File: config.mk
export PLATFORM = sky130hd
export DESIGN_NAME = pc_gen_unit
export DESIGN_NICKNAME = d
export VERILOG_FILES = /design/src/rtl/pc_gen_unit_pkg.sv /design/src/rtl/pc_gen_unit_pc_adder.sv /design/src/rtl/pc_gen_unit.sv
export SDC_FILE = /design/constraint.sdc
export NUM_CORES = 1
export LEC_CHECK = 0
export ABC_AREA = 1
export BUFFER_PORTS_ARGS = -buffer_cell sky130_fd_sc_hd__buf_2
export CORE_MARGIN = 2
export CORE_UTILIZATION = 55
export CTS_BUF_LIST = sky130_fd_sc_hd__clkbuf_2
export CTS_CLUSTER_SIZE = 30
export DETAILED_ROUTE_END_ITERATION = 16
export HOLD_SLACK_MARGIN = 0.02
export PLACE_DENSITY = 0.92
export SYNTH_ARGS = -nofsm -noshare
export SYNTH_HDL_FRONTEND = slang
export SYNTH_SLANG_ARGS = --single-unit
File: constraint.sdc
create_clock -name clk -period 3.25 [get_ports clk]
set_input_delay 0.1625 -clock clk [delete_from_list [all_inputs] [get_ports clk]]
set_output_delay 0.1625 -clock clk [all_outputs]
set_load 0.01 [all_outputs]
File: src/rtl/pc_gen_unit_pkg.sv
// pc_gen_unit_pkg
//   Shared constants and types for the fetch-stage PC generator.
//   - PC_W_DEF            : default PC width in bits
//   - RESET_VEC_DEF       : default PC value at reset
//   - EXC_VEC_DEF         : default exception entry address
//   - redirect_src_e      : which source steers pc_f this cycle (NONE/BR/ERET/EXC),
//                           kept as a named signal so it is visible when debugging
//   - sel_redirect()      : fixed-priority encoder exc > eret > br
package pc_gen_unit_pkg;

  localparam int          PC_W_DEF      = 32;
  localparam logic [31:0] RESET_VEC_DEF = 32'hBFC0_0000;
  localparam logic [31:0] EXC_VEC_DEF   = 32'hBFC0_0380;

  typedef enum logic [1:0] {
    RSRC_NONE = 2'd0,
    RSRC_BR   = 2'd1,
    RSRC_ERET = 2'd2,
    RSRC_EXC  = 2'd3
  } redirect_src_e;

  function automatic redirect_src_e sel_redirect(input logic exc,
                                                 input logic eret,
                                                 input logic br);
    if (exc)       return RSRC_EXC;
    else if (eret) return RSRC_ERET;
    else if (br)   return RSRC_BR;
    else           return RSRC_NONE;
  endfunction

endpackage

File: src/rtl/pc_gen_unit_pc_adder.sv
// pc_adder
//   Constant-increment PC adder, modulo 2^PC_W (carry-out discarded).
//   Parameters: PC_W (width), INC (increment in bytes)
//   Ports:
//     a  in  PC_W  operand
//     y  out PC_W  a + INC
module pc_adder #(
  parameter int PC_W = 32,
  parameter int INC  = 4
) (
  input  logic [PC_W-1:0] a,
  output logic [PC_W-1:0] y
);

  assign y = a + PC_W'(INC);

endmodule

File: src/rtl/pc_gen_unit.sv
// pc_gen_unit
//   Fetch-stage PC generator. Holds the fetch PC, advances it under the
//   inst-SRAM / hazard handshake and applies exception, ERET and branch
//   redirects with fixed priority. A branch resolved while fetch cannot
//   advance is buffered and applied at the next advance.
//   Ports:
//     clk, rst          clock, asynchronous active-high reset
//     fetch_ready       inst SRAM accepts the current request
//     stall             hazard-unit stall of F/D
//     exc_valid         exception/interrupt committed -> EXC_VEC
//     eret_valid, epc   ERET committed -> epc
//     br_valid,
//     br_target         taken branch/jump resolved in D
//     req_valid         fetch request valid (1 from first edge after reset)
//     pc_f              current fetch PC
//     pc_plus4_f        pc_f + 4
//     pc_plus8_f        pc_f + 8 (link address)
//     redirect_pending  a buffered branch target is waiting
//     adel_f            pc_f misaligned (fetch address error flag)
module pc_gen_unit
  import pc_gen_unit_pkg::*;
#(
  parameter int              PC_W      = PC_W_DEF,
  parameter logic [PC_W-1:0] RESET_VEC = PC_W'(RESET_VEC_DEF),
  parameter logic [PC_W-1:0] EXC_VEC   = PC_W'(EXC_VEC_DEF),
  parameter int              STEP      = 4
) (
  input  logic            clk,
  input  logic            rst,
  input  logic            fetch_ready,
  input  logic            stall,
  input  logic            exc_valid,
  input  logic            eret_valid,
  input  logic [PC_W-1:0] epc,
  input  logic            br_valid,
  input  logic [PC_W-1:0] br_target,
  output logic            req_valid,
  output logic [PC_W-1:0] pc_f,
  output logic [PC_W-1:0] pc_plus4_f,
  output logic [PC_W-1:0] pc_plus8_f,
  output logic            redirect_pending,
  output logic            adel_f
);

  logic            req_valid_reg;
  logic [PC_W-1:0] pc_reg, pc_next;
  logic            pend_valid_reg, pend_valid_next;
  logic [PC_W-1:0] pend_target_reg, pend_target_next;
  logic            advance;
  redirect_src_e   redirect_src;

  // Adder bank: index 0 = sequential step, 1 = +4, 2 = +8 (link).
  logic [PC_W-1:0] sum [3];

  generate
    for (genvar gi = 0; gi < 3; gi++) begin : g_adder
      localparam int INC = (gi == 0) ? STEP : ((gi == 1) ? 4 : 8);
      pc_adder #(
        .PC_W (PC_W),
        .INC  (INC)
      ) u_pc_adder (
        .a (pc_reg),
        .y (sum[gi])
      );
    end
  endgenerate

  assign advance      = req_valid_reg & fetch_ready & ~stall;
  assign redirect_src = sel_redirect(exc_valid, eret_valid, br_valid);

  always_comb begin
    pc_next          = pc_reg;
    pend_valid_next  = pend_valid_reg;
    pend_target_next = pend_target_reg;
    case (redirect_src)
      // Flushing redirects take effect regardless of the handshake and
      // drop any buffered branch, which belongs to the flushed stream.
      RSRC_EXC: begin
        pc_next         = EXC_VEC;
        pend_valid_next = 1'b0;
      end
      RSRC_ERET: begin
        pc_next         = epc;
        pend_valid_next = 1'b0;
      end
      // The youngest branch always wins; an older buffered one is superseded.
      RSRC_BR: begin
        if (advance) begin
          pc_next         = br_target;
          pend_valid_next = 1'b0;
        end else begin
          pend_valid_next  = 1'b1;
          pend_target_next = br_target;
        end
      end
      default: begin
        if (advance) begin
          if (pend_valid_reg) begin
            pc_next         = pend_target_reg;
            pend_valid_next = 1'b0;
          end else begin
            pc_next = sum[0];
          end
        end
      end
    endcase
  end

  always_ff @(posedge clk or posedge rst) begin
    if (rst) begin
      req_valid_reg   <= 1'b0;
      pc_reg          <= RESET_VEC;
      pend_valid_reg  <= 1'b0;
      pend_target_reg <= '0;
    end else begin
      req_valid_reg   <= 1'b1;
      pc_reg          <= pc_next;
      pend_valid_reg  <= pend_valid_next;
      pend_target_reg <= pend_target_next;
    end
  end

  assign req_valid        = req_valid_reg;
  assign pc_f             = pc_reg;
  assign pc_plus4_f       = sum[1];
  assign pc_plus8_f       = sum[2];
  assign redirect_pending = pend_valid_reg;
  assign adel_f           = |pc_reg[1:0];

endmodule

==> out/metrics.yaml <==
status: "finished clean"
hold_viol: 0
worstReg2RegStart: "pc_f[2]"
slew_headroom_pct: 24.4
worstHoldPathType: "input pin to register"
yosysMostFrequentCell: "nand2_1"
post-place-cells: 931
rows: 33
crit_required_ns: 3.67
drc: 0
drt-initial-drc-count: 1079
track_usage_pct: 40.0
fin_skew_ns: 0.0351
pin_count: 170
clock_sinks: 66
worst_slew_pin_slew_ns: 1.13
hold_depth: 3
antenna_found_initial: 0
clock_path_buffers: 2
startpoint_type: "register"
grt_overflow: 0
numCtsBuffers: 9
synth_warnings: 0
finalPower_mw: 2.34
syn_inst: 684
stdcell_count: 1005
clk_pin_slew_ns: 0.19
fp.coreArea_mm2: 0.00826
cp.arrival_ns: 3.18
grt_pass1_vias: 5700
setup_viol: 0
htreeDepth: 3
layout-drive-gt1-share_pct: 25.8
power_leakage_nw: 3.35
yosys_most_used_dff: "dfrtp_1"
area.growth.synth_to_final_pct: 33.3
syn_area_per_cell_um2: 6.87
synth_edf_count: 0
cap_violations: 0
cts_resized: 0
vias: 6025
final_area_mm2: 0.00627
syn-cell-area_mm2: 0.00470
crit_type: "register to register"
min_period_over_period_pct: 84.8
peakVddDrop_mv: 0.276
netlist.area_leader.share_pct: 30.4
final.min_clock_period_ns: 2.76
io_buffers: 169
ys_seq_area_share_pct: 35.4
p_per_area_mw_per_mm2: 374
worstPathMaxFanout: 7
synth_top_area_cell: "dfrtp_1"
crit_start: "pc_f[2]"
async_flop_share_pct: 100
min_from: "epc[21]"
max_freq_mhz: 363
die_h_um: 96.4
die_width_um: 96.4
grt_pass1_wl_um: 28100
die_area_mm2: 0.00930
grt_max_degree: 40
cts-root-buf: "clkbuf_2"
nNetsFinal: 970
final_util_pct: 75.9
gp_congestion: 1.06
dpl_cell_area_mm2: 0.00557
routed_wl_um: 18400
via_per_inst: 6.00
tritoncts: "built"
wl_per_cell_um: 18.3
ys_types: 37
hpwl_um: 11700
clock_latency_ns: 0.54
ant_nets: 0
rsz0062_at_grt: "false"
antennaDiodeCount: 0
initial_core_util_pct: 56.9
yosys_register_bits: 66
synth.net_count: 757
reg2regPathDepth: 9
cp-end-kind: "register"
finalSetupTns_ns: 0
slew_viol_final: 0
first_pass_iters: 9
synth_common_cells: "nand2_1, nor2_1, inv_1"
ys_top_cells_by_area: "dfrtp_1, nand2_1, nor2_1"
==> where the power goes <==
part	total, mW	internal [mW]	leakage [nW]	switching [mW]
Clock	0.484	0.174	0.0639	0.310
Sequential	1.07	0.943	0.798	0.127
Combinational	0.791	0.317	2.49	0.474
==> timing repair <==
item,in CTS,in global routing
endpoints found under the hold margin,86,0
buffers inserted,0,0
hold buffers,60,0
==> kinds of logic (layout without fill, tap and decap cells) <==
group | Yosys count | count (layout) | synth area share, %
AND/OR/NAND/NOR | 351 | 351 | 31.8
adder cells (fa/ha/maj) | 2 | 2 | 0.532
AO/OA/AOI/OAI | 117 | 117 | 14.9
buffers and inverters | 107 | 323 | 9.27
XOR/XNOR | 40 | 40 | 8.09
other | 1 | 1 | 0.0798
flip-flops | 66 | 66 | 35.4
==> cells in the final DEF, fill, tap and decap left out, types with 2 or more instances in the layout <==
master,count
inv_2,2
ha_1,2
nand2_2,8
nor2_1,77
xor2_1,31
buf_2,169
nor3_1,3
nand2_1,212
xnor2_1,5
a41oi_1,2
nand3b_1,2
dfrtp_1,57
o22ai_1,14
a221oi_1,13
xor2_2,4
clkbuf_2,11
a21oi_1,43
dlygate4sd3_1,60
buf_4,7
nand3_1,30
inv_1,71
o21ai_0,28
nor2_2,8
dfstp_2,9
a22oi_1,12
nor2_4,6
==> metrics by stage <==
step	setup slack (ns)	hold WS (ns)
3_3_place_gp	1.24	0.256
2_1_floorplan	1.45	0.279
4_1_cts	0.650	0.0204
3_5_place_dp	1.22	0.265
5_1_grt	0.435	0.0341
6_report	0.493	0.0191
==> final timing paths <==
kind / endpoint / slack (ns)
max: pc_f[8] / 0.49
min: pc_f[21] / 0.02
max reg2reg: pc_f[8] / 0.49
min reg2reg: pend_target_reg[20] / 0.49
max in group asynchronous: pc_f[22] / 2.04
min in group asynchronous: pc_f[3] / 0.22
==> metal layers <==
metal | up-vias | part of all wire (%) | track usage, %
met5 | - | 0 | 2.38
met4 | 0 | 8.0 | 27.9
met3 | 183 | 16 | 12.2
met2 | 633 | 44 | 60.6
met1 | 2604 | 32 | 48.6
li1 | 2605 | - | -
==> worst max-delay path: stages, from the launching register on <==
cell and delay, ns:
dfrtp_1 0.56, ha_1 0.26, nand3_1 0.16, nor2_1 0.31, xor2_1 0.20, o21ai_0 0.32
nand2_1 0.10, nand2_1 0.08, nand3_1 0.09, dlygate4sd3_1 0.57
==> layout make-up <==
cell class | count | area, µm²
multi-input combinational | 511 | 2600
fill | 578 | 1990
sequential | 66 | 1660
timing repair buffer | 236 | 1500
inverter | 73 | 274
tap | 105 | 131
clock buffer | 11 | 55.1
clock inverter | 3 | 42.5
(Power assumes the default switching activity.)
